$ cat src/rtl/mem_port_arbiter.sv
// mem_port_arbiter
// Shares the single memory port between instruction fetch and the MEM stage.
// One transaction at a time over a req/ready/rvalid handshake; MEM-stage
// data requests outrank fetch so the older instruction completes first.
// Optional build macro: MEM_ARB_TIMEOUT_EN adds a per-transaction timeout
// that aborts a hung transaction, returns NOP/zero data and sets arb_err.
module mem_port_arbiter #(
  parameter int AW      = 32,
  parameter int DW      = 32,
  parameter int TIMEOUT = 255
) (
  input  logic            clk,
  input  logic            rst,
  input  logic            if_req,
  input  logic [AW-1:0]   if_addr,
  output logic [DW-1:0]   if_rdata,
  output logic            if_valid,
  output logic            if_stall,
  input  logic            d_read,
  input  logic            d_write,
  input  logic [AW-1:0]   d_addr,
  input  logic [DW-1:0]   d_wdata,
  input  logic [DW/8-1:0] d_wstrb,
  output logic [DW-1:0]   d_rdata,
  output logic            d_valid,
  output logic            d_stall,
  output logic            m_req,
  output logic            m_we,
  output logic [AW-1:0]   m_addr,
  output logic [DW-1:0]   m_wdata,
  output logic [DW/8-1:0] m_wstrb,
  input  logic            m_ready,
  input  logic            m_rvalid,
  input  logic [DW-1:0]   m_rdata,
  output logic            arb_err
);

  localparam int SW = DW / 8;

  typedef enum logic [1:0] {
    ST_IDLE = 2'd0,
    ST_REQ  = 2'd1,
    ST_WAIT = 2'd2,
    ST_DONE = 2'd3
  } state_t;

  state_t          state_r,    state_nxt_s;
  logic            own_d_r,    own_d_nxt_s;
  logic            m_req_r,    m_req_nxt_s;
  logic            m_we_r,     m_we_nxt_s;
  logic [AW-1:0]   m_addr_r,   m_addr_nxt_s;
  logic [DW-1:0]   m_wdata_r,  m_wdata_nxt_s;
  logic [SW-1:0]   m_wstrb_r,  m_wstrb_nxt_s;
  logic            if_valid_r, if_valid_nxt_s;
  logic            d_valid_r,  d_valid_nxt_s;
  logic [DW-1:0]   if_rdata_r, if_rdata_nxt_s;
  logic [DW-1:0]   d_rdata_r,  d_rdata_nxt_s;
  logic            arb_err_r,  arb_err_nxt_s;
  logic            finish_s;
  logic            abort_s;
  logic [DW-1:0]   fin_data_s;
  logic            timeout_s;

`ifdef MEM_ARB_TIMEOUT_EN
  localparam logic [DW-1:0] NOP_WORD = DW'(32'h0000_0013);
  logic [7:0] tmo_cnt_r;

  // Timeout counter: zero outside a transaction, counts every REQ/WAIT cycle.
  always_ff @(posedge clk or negedge rst) begin
    if (!rst) begin
      tmo_cnt_r <= 8'd0;
    end else if ((state_r == ST_REQ) || (state_r == ST_WAIT)) begin
      tmo_cnt_r <= tmo_cnt_r + 8'd1;
    end else begin
      tmo_cnt_r <= 8'd0;
    end
  end

  assign timeout_s = ((state_r == ST_REQ) || (state_r == ST_WAIT)) &&
                     (tmo_cnt_r == 8'(TIMEOUT));
`else
  assign timeout_s = 1'b0;
`endif

  // Next-state and next-output logic for the single-transaction sequencer.
  always_comb begin
    state_nxt_s    = state_r;
    own_d_nxt_s    = own_d_r;
    m_req_nxt_s    = 1'b0;
    m_we_nxt_s     = m_we_r;
    m_addr_nxt_s   = m_addr_r;
    m_wdata_nxt_s  = m_wdata_r;
    m_wstrb_nxt_s  = m_wstrb_r;
    if_valid_nxt_s = 1'b0;
    d_valid_nxt_s  = 1'b0;
    if_rdata_nxt_s = if_rdata_r;
    d_rdata_nxt_s  = d_rdata_r;
    arb_err_nxt_s  = arb_err_r;
    finish_s       = 1'b0;
    abort_s        = 1'b0;
    fin_data_s     = m_rdata;

    case (state_r)
      ST_IDLE: begin
        if (d_read || d_write) begin
          // Data request wins: the MEM-stage instruction is older.
          state_nxt_s   = ST_REQ;
          own_d_nxt_s   = 1'b1;
          m_req_nxt_s   = 1'b1;
          m_we_nxt_s    = d_write;
          m_addr_nxt_s  = d_addr;
          m_wdata_nxt_s = d_wdata;
          m_wstrb_nxt_s = d_write ? d_wstrb : {SW{1'b0}};
        end else if (if_req) begin
          state_nxt_s   = ST_REQ;
          own_d_nxt_s   = 1'b0;
          m_req_nxt_s   = 1'b1;
          m_we_nxt_s    = 1'b0;
          m_addr_nxt_s  = if_addr;
          m_wdata_nxt_s = {DW{1'b0}};
          m_wstrb_nxt_s = {SW{1'b0}};
        end else begin
          state_nxt_s = ST_IDLE;
        end
      end
      ST_REQ: begin
        if (m_ready) begin
          state_nxt_s = ST_WAIT;
        end else if (timeout_s) begin
          state_nxt_s = ST_DONE;
          finish_s    = 1'b1;
          abort_s     = 1'b1;
        end else begin
          m_req_nxt_s = 1'b1;
        end
      end
      ST_WAIT: begin
        if (m_rvalid) begin
          state_nxt_s = ST_DONE;
          finish_s    = 1'b1;
        end else if (timeout_s) begin
          state_nxt_s = ST_DONE;
          finish_s    = 1'b1;
          abort_s     = 1'b1;
        end else begin
          state_nxt_s = ST_WAIT;
        end
      end
      ST_DONE: begin
        // Requester still shows the finished request here, so never sample.
        state_nxt_s = ST_IDLE;
      end
      default: begin
        state_nxt_s = ST_IDLE;
      end
    endcase

`ifdef MEM_ARB_TIMEOUT_EN
    if (abort_s) begin
      fin_data_s    = own_d_r ? {DW{1'b0}} : NOP_WORD;
      arb_err_nxt_s = 1'b1;
    end else begin
      fin_data_s    = m_rdata;
    end
`else
    if (abort_s) begin
      fin_data_s = {DW{1'b0}};
    end else begin
      fin_data_s = m_rdata;
    end
`endif

    if (finish_s) begin
      if (own_d_r) begin
        d_valid_nxt_s = 1'b1;
        d_rdata_nxt_s = fin_data_s;
      end else begin
        if_valid_nxt_s = 1'b1;
        if_rdata_nxt_s = fin_data_s;
      end
    end else begin
      if_valid_nxt_s = 1'b0;
      d_valid_nxt_s  = 1'b0;
    end
  end

  // State and registered-output update; reset returns to IDLE with port quiet.
  always_ff @(posedge clk or negedge rst) begin
    if (!rst) begin
      state_r    <= ST_IDLE;
      own_d_r    <= 1'b0;
      m_req_r    <= 1'b0;
      m_we_r     <= 1'b0;
      m_addr_r   <= {AW{1'b0}};
      m_wdata_r  <= {DW{1'b0}};
      m_wstrb_r  <= {SW{1'b0}};
      if_valid_r <= 1'b0;
      d_valid_r  <= 1'b0;
      if_rdata_r <= {DW{1'b0}};
      d_rdata_r  <= {DW{1'b0}};
      arb_err_r  <= 1'b0;
    end else begin
      state_r    <= state_nxt_s;
      own_d_r    <= own_d_nxt_s;
      m_req_r    <= m_req_nxt_s;
      m_we_r     <= m_we_nxt_s;
      m_addr_r   <= m_addr_nxt_s;
      m_wdata_r  <= m_wdata_nxt_s;
      m_wstrb_r  <= m_wstrb_nxt_s;
      if_valid_r <= if_valid_nxt_s;
      d_valid_r  <= d_valid_nxt_s;
      if_rdata_r <= if_rdata_nxt_s;
      d_rdata_r  <= d_rdata_nxt_s;
      arb_err_r  <= arb_err_nxt_s;
    end
  end

  assign m_req    = m_req_r;
  assign m_we     = m_we_r;
  assign m_addr   = m_addr_r;
  assign m_wdata  = m_wdata_r;
  assign m_wstrb  = m_wstrb_r;
  assign if_valid = if_valid_r;
  assign d_valid  = d_valid_r;
  assign if_rdata = if_rdata_r;
  assign d_rdata  = d_rdata_r;
  assign arb_err  = arb_err_r;

  // Stalls are combinational so the freeze drops in the completion cycle.
  assign if_stall = if_req & ~if_valid_r;
  assign d_stall  = (d_read | d_write) & ~d_valid_r;

endmodule

$ cat config.mk
export PLATFORM = sky130hd
export DESIGN_NAME = mem_port_arbiter
export DESIGN_NICKNAME = d
export VERILOG_FILES = /design/src/rtl/mem_port_arbiter.sv
export SDC_FILE = /design/constraint.sdc
export NUM_CORES = 1
export LEC_CHECK = 0
export CORE_MARGIN = 2
export CORE_UTILIZATION = 40
export DETAILED_ROUTE_END_ITERATION = 10
export PLACE_DENSITY = 0.8
export SYNTH_ARGS = -nofsm -noshare
export SYNTH_HDL_FRONTEND = slang
export SYNTH_SLANG_ARGS = --single-unit
$ cat constraint.sdc
create_clock -name clk -period 1.8 [get_ports clk]
set_input_delay 0.27 -clock clk [delete_from_list [all_inputs] [get_ports clk]]
set_output_delay 0.27 -clock clk [all_outputs]
set_load 0.03 [all_outputs]
Yosys cells after proc, flatten, opt, wreduce, memory -nomap -nowiden
Cells that the tools add are included.
Storage, ports and cells
  register bits after elaboration: 139
  latch bits: 0
  RAM bits: 0
  ROM bits: 0
  bits of input ports: 139
  output and inout bits: 139
  logic and storage cells: 52
  memories kept: 0
Operators by class
  add/subtract/negate cells: 0
  multiply operators: 0
  div/mod/pow operators: 0
  magnitude comparators: 0
  equality and inequality tests: 4
  shift operators: 0
  multiplexer cells: 25
  bitwise operators: 6
  reductions and logical operators: 6
Operator list (number)
  $mux W32: 4
  $mux W1: 15
  $mux W4: 3
  $pmux W2 S4: 1
  $reduce_and A2 Y1: 3
  $eq A2 B2 Y1 const B: 2
  $not A1 Y1: 3
  $and A1 B1 Y1: 2
  $eq A2 B1 Y1 const B: 1
  $logic_not A2 Y1: 1
  $mux W2: 1
  $ne A2 B2 Y1 const B: 1
  $pmux W1 S2: 1
  $reduce_bool A2 Y1: 1
  $logic_or A1 B1 Y1: 1
  $or A1 B1 Y1: 1

Logic depth before layout (Yosys ltp)
  depth after elaboration: 3
  mapped depth: 8
  gate-level depth less buffers: 5

Least setup slack after synthesis
No wires, ideal clock.
  path type: flip-flop to flip-flop
  from: register state_r[0]
  to: register if_rdata_r[10] (netlist: if_rdata[10])
  library setup time: 125 ps
  arrival time: 1360 ps
  required time: 1675 ps
  setup slack: 315 ps
  cell stages (with the launch flop): 6
  buffers on the path: 1
  clock period less this slack: 1485 ps
  path through: dfrtp_1 > inv_1 > ha_1 > nand3b_1 > buf_2 > mux2_2
On the way
  word-level cells in the longest chain between the ends: 3
Ends and longest elaborated chain
  start: declaration: line 47  | state_t state_r, state_nxt_s;
  start signal: assignment: line 203  | state_r <= state_nxt_s;
  $eq A2 B2 Y1: line 103  | case (state_r)
  $mux W1
  $reduce_and A2 Y1 (no source line)
  end signal: assignment: line 199  | if_rdata_r <= {DW{1'b0}};
  end signal: assignment: line 212  | if_rdata_r <= if_rdata_nxt_s;
  end: declaration: line 56  | logic [DW-1:0] if_rdata_r, if_rdata_nxt_s;
Every way passes these cells.
A chain may end at the register's enable or synchronous reset.

Worst setup path in the final report
  from: register d_rdata_r[8] (netlist: d_rdata[8])
  to: output d_rdata[8]
RTL lines
  start: declaration: line 57  | logic [DW-1:0] d_rdata_r, d_rdata_nxt_s;
  start signal: assignment: line 200  | d_rdata_r <= {DW{1'b0}};
  start signal: assignment: line 213  | d_rdata_r <= d_rdata_nxt_s;
  end: declaration: line 24  | output logic [DW-1:0] d_rdata,
No word-level cell between the ends.

==> flow_summary.html <==
<table>
<tr><th>Metric</th><th>Value</th></tr>
<tr><th colspan="2">Status</th></tr>
<tr><td>Status</td><td>complete, no violations</td></tr>
<tr><th colspan="2">Routing</th></tr>
<tr><td>Vias post-DR</td><td>4279</td></tr>
<tr><td>Length of the first detailed-routing pass in iterations</td><td>4</td></tr>
<tr><td>Remaining DRCs</td><td>0</td></tr>
<tr><td>Detailed-route wire length per cell</td><td>18.1 um</td></tr>
<tr><td>Via density per instance</td><td>4.93</td></tr>
<tr><td>Antenna viol nets, final</td><td>0</td></tr>
<tr><td>Wire length after detailed routing</td><td>15700 um</td></tr>
<tr><td>1st-iter DRT viols</td><td>141</td></tr>
<tr><th colspan="2">Clock tree</th></tr>
<tr><td>Root buffer selected by CTS</td><td>sky130_fd_sc_hd__clkbuf_16</td></tr>
<tr><td>Clk_lat worst skew</td><td>0.41 ns</td></tr>
<tr><td># clock sinks</td><td>139</td></tr>
<tr><td>Cts bufs inserted</td><td>17</td></tr>
<tr><td>Post-CTS Setup Repair Bufs</td><td>0</td></tr>
<tr><td>H-tree lvl count</td><td>4</td></tr>
<tr><td>Clock tree from TritonCTS</td><td>done</td></tr>
<tr><td>Clk slew on worst S/H paths</td><td>0.05 ns</td></tr>
<tr><td>Deepest clock path buffer count</td><td>2</td></tr>
<tr><th colspan="2">Critical path</th></tr>
<tr><td>Capturing point of the worst reg2reg path</td><td>m_wdata[6]</td></tr>
<tr><td>Stage delay of the slowest cell on the critical path</td><td>0.72 ns</td></tr>
<tr><td>Cells on worst reg2reg path</td><td>5</td></tr>
<tr><td>Data required time of the critical path</td><td>1.53 ns</td></tr>
<tr><td>Cell family contributing the most delay on the critical path</td><td>buffers and inverters</td></tr>
<tr><td>Critical path buffer and inverter count</td><td>1</td></tr>
<tr><td>Crit start category</td><td>register</td></tr>
<tr><td>Arrival time at the worst endpoint</td><td>1.49 ns</td></tr>
<tr><td>R2R Path Start</td><td>state_r[1]</td></tr>
<tr><td>Critical path class</td><td>reg2out</td></tr>
<tr><td>Chain of cells forming the critical path</td><td>clkdlybuf4s50_1</td></tr>
<tr><td>CP Max Fanout</td><td>2</td></tr>
<tr><td>Minimum setup slack among reg-to-reg paths</td><td>0.26 ns</td></tr>
<tr><td>Type of destination of the critical path</td><td>output port</td></tr>
<tr><td>Slowest-stage cell, CP</td><td>sky130_fd_sc_hd__clkdlybuf4s50_1</td></tr>
<tr><th colspan="2">Cells and area</th></tr>
<tr><td>Most common library cell in the layout ignoring fill and taps</td><td>sky130_fd_sc_hd__clkdlybuf4s50_1</td></tr>
<tr><td>Most frequent cells in the layout</td><td>sky130_fd_sc_hd__clkdlybuf4s50_1 (268), sky130_fd_sc_hd__dfrtp_1 (139), sky130_fd_sc_hd__mux2_2 (64), sky130_fd_sc_hd__nand2_1 (46)</td></tr>
<tr><td>Post-layout nets</td><td>821</td></tr>
<tr><td>Area Growth Syn to Fin</td><td>63.8%</td></tr>
<tr><td>Share of post-route cells with drive strength above 1</td><td>16.1%</td></tr>
<tr><th colspan="2">STA</th></tr>
<tr><td>Share of the cycle needed by the critical path after routing</td><td>97.7%</td></tr>
<tr><td>Clock period minus final worst setup slack</td><td>1.76 ns</td></tr>
<tr><td>Hold slack final</td><td>0.325 ns</td></tr>
<tr><td>Clock tree skew after final layout</td><td>0.00396 ns</td></tr>
<tr><td>Number of hold-slack violations in the final timing report</td><td>0</td></tr>
<tr><td>Total setup violations reported at the end of the flow</td><td>0</td></tr>
<tr><td>Timing-limited maximum frequency</td><td>568 MHz</td></tr>
<tr><td>Post-Route Setup TNS</td><td>0 ns</td></tr>
<tr><td>Max Slew Vio Count</td><td>0</td></tr>
<tr><td>Unrepaired setup endpoints after global routing</td><td>no</td></tr>
<tr><th colspan="2">Synthesis</th></tr>
<tr><td>Largest family of logic cells by synthesized area</td><td>multiplexers</td></tr>
<tr><td>Number of distinct library cell variants in the gate-level netlist after synthesis</td><td>25</td></tr>
<tr><td>Area fraction in compound gates after synthesis</td><td>8.71%</td></tr>
<tr><td>Warning count from the yosys run</td><td>0</td></tr>
<tr><td>Adder-Cell Fraction of Synth Area</td><td>0.681%</td></tr>
<tr><td>Multiplexer share of the synthesized area</td><td>18.9%</td></tr>
<tr><td>Average cell area after synthesis</td><td>13.9 um2</td></tr>
<tr><td>Mapped Area</td><td>5510 um2</td></tr>
<tr><td>Post-synthesis xor/xnor area fraction</td><td>0%</td></tr>
<tr><td>Share of synthesized cell area in and, or, nand and nor gates</td><td>4.70%</td></tr>
<tr><td>Post-synthesis instance total</td><td>397</td></tr>
<tr><td>Part of the Yosys area used for sequential elements</td><td>63.1%</td></tr>
<tr><td>Total nets after synthesis</td><td>539</td></tr>
<tr><td>Number of flip-flops and latches in the synthesized netlist</td><td>139</td></tr>
<tr><th colspan="2">Min path</th></tr>
<tr><td>Hold/Removal Path Class</td><td>in2async</td></tr>
<tr><th colspan="2">Floorplan</th></tr>
<tr><td>Die span in y</td><td>121 um</td></tr>
<tr><td>Standard-cell rows</td><td>42</td></tr>
<tr><td>Die footprint</td><td>14700 um2</td></tr>
<tr><td>Initial core utilization</td><td>41.3%</td></tr>
<tr><td>DIE WIDTH</td><td>121 um</td></tr>
<tr><td>Area of the core region</td><td>13300 um2</td></tr>
<tr><td>I/O pin count</td><td>278</td></tr>
<tr><th colspan="2">Power</th></tr>
<tr><td>Worst supply voltage drop on vdd</td><td>1.32 mV</td></tr>
<tr><td>Power density over cell area</td><td>1980 nW/um2</td></tr>
<tr><td>Static leakage</td><td>0.00396 uW</td></tr>
<tr><th colspan="2">GRT</th></tr>
<tr><td>Overflow left after global routing</td><td>0</td></tr>
<tr><td>Global routing usage summed across all routing layers</td><td>21.7%</td></tr>
<tr><td>Global-route wire length before repair</td><td>24300 um</td></tr>
<tr><td>Antenna violations before repair</td><td>1</td></tr>
<tr><td>Largest net degree at the start of global routing</td><td>85</td></tr>
<tr><td>Vias in the first global route</td><td>4736</td></tr>
<tr><th colspan="2">Flow run</th></tr>
<tr><td>Max-capacitance violation count</td><td>0</td></tr>
<tr><th colspan="2">Place</th></tr>
<tr><td>Placed wire-length estimate</td><td>11800 um</td></tr>
<tr><td>Count of buffers inserted at the top-level ports</td><td>276</td></tr>
<tr><td>Routability congestion estimate</td><td>0.808</td></tr>
</table>
==> state kept, by name, summed over array words and instances, names as in the netlist <==
signal and cells:
m_we 1, if_rdata 32, m_addr 32, if_valid 1, m_wdata 32, own_d_r 1
state_r 2, m_wstrb 4, m_req 1, d_valid 1, d_rdata 32
==> how the worst max path moves through the flow <==
| stage | depth (start not counted) | to | startpoint |
|---|---|---|---|
| 6_report | 1 | d_rdata[8] | d_rdata[8] |
| 5_1_grt | 1 | d_rdata[8] | d_rdata[8] |
| 3_3_place_gp | 5 | m_addr[20] | d_write |
| 4_1_cts | 1 | d_rdata[1] | d_rdata[1] |
| 2_1_floorplan | 5 | if_rdata[10] | state_r[0] |
| 3_5_place_dp | 5 | m_addr[15] | d_write |
==> metal layers <==
layer | share of wire, % | global-route usage (%)
met5 | 0 | 0
met4 | 2.7 | 9.41
met3 | 11 | 9.82
met2 | 52 | 38.4
met1 | 35 | 22.0
==> cell type report <==
type                       instances  area (um2)
clock inverter                     6        38.8
timing repair buffer             290        2950
tap                              176         220
inverter                           4        15.0
sequential                       139        3480
fill                            1005        4320
antenna                            1        2.50
multi-input combinational        227        1830
clock buffer                      25         495
==> kinds of logic after synthesis <==
logic type | Yosys count
buf+inv | 31
mux | 96
compound gates | 68
other cells | 1
simple gates | 59
fa+ha+maj | 3
flops | 139
==> what timing repair did <==
item                                    in CTS  in global routing
hold buffers                                 1                  0
endpoints found under the setup margin       1                  4
endpoints found under the hold margin       34                  0
resized for setup                            1                  4
==> synth_stat cells, drive strengths merged <==
| cell type | instances | area share, % |
|---|---|---|
| a21o | 1 | 0.14 |
| a22o | 32 | 5.1 |
| a31oi | 1 | 0.11 |
| buf | 23 | 3.2 |
| clkbuf | 4 | 0.36 |
| conb | 1 | 0.068 |
| dfrtp | 139 | 63 |
| ha | 3 | 0.68 |
| inv | 4 | 0.27 |
| mux2 | 64 | 13 |
| mux2i | 32 | 5.8 |
| nand2 | 46 | 3.1 |
| nand2b | 1 | 0.11 |
| nand3 | 5 | 0.45 |
| nand3b | 2 | 0.27 |
| nor2 | 3 | 0.50 |
| nor2b | 2 | 0.23 |
| o21ai | 33 | 3.0 |
| o31ai | 1 | 0.39 |
==> power by group <==
part	internal [uW]	switching (uW)	total, uW
Combinational	4130	5170	9310
Sequential	4670	823	5490
Clock	1890	1230	3120
Total	10700	7230	17900
==> through the flow <==
| step | power (uW) | setup slack, ns | utilization [%] | area [um2] | cells |
|---|---|---|---|---|---|
| after floorplan | 10800 | 0.315 | - | 5510 | 397 |
| after global placement | 14600 | -0.00832 | 63.5 | 8470 | 835 |
| after detailed placement | 14900 | -0.0736 | 63.5 | 8470 | 835 |
| after CTS | 18100 | 0.0107 | 67.6 | 9020 | 867 |
| after global routing | 18800 | 0.00483 | 67.7 | 9030 | 868 |
| final | 17900 | 0.0407 | 67.7 | 9030 | 868 |
Note: power is estimated with default switching activity, not from simulation.
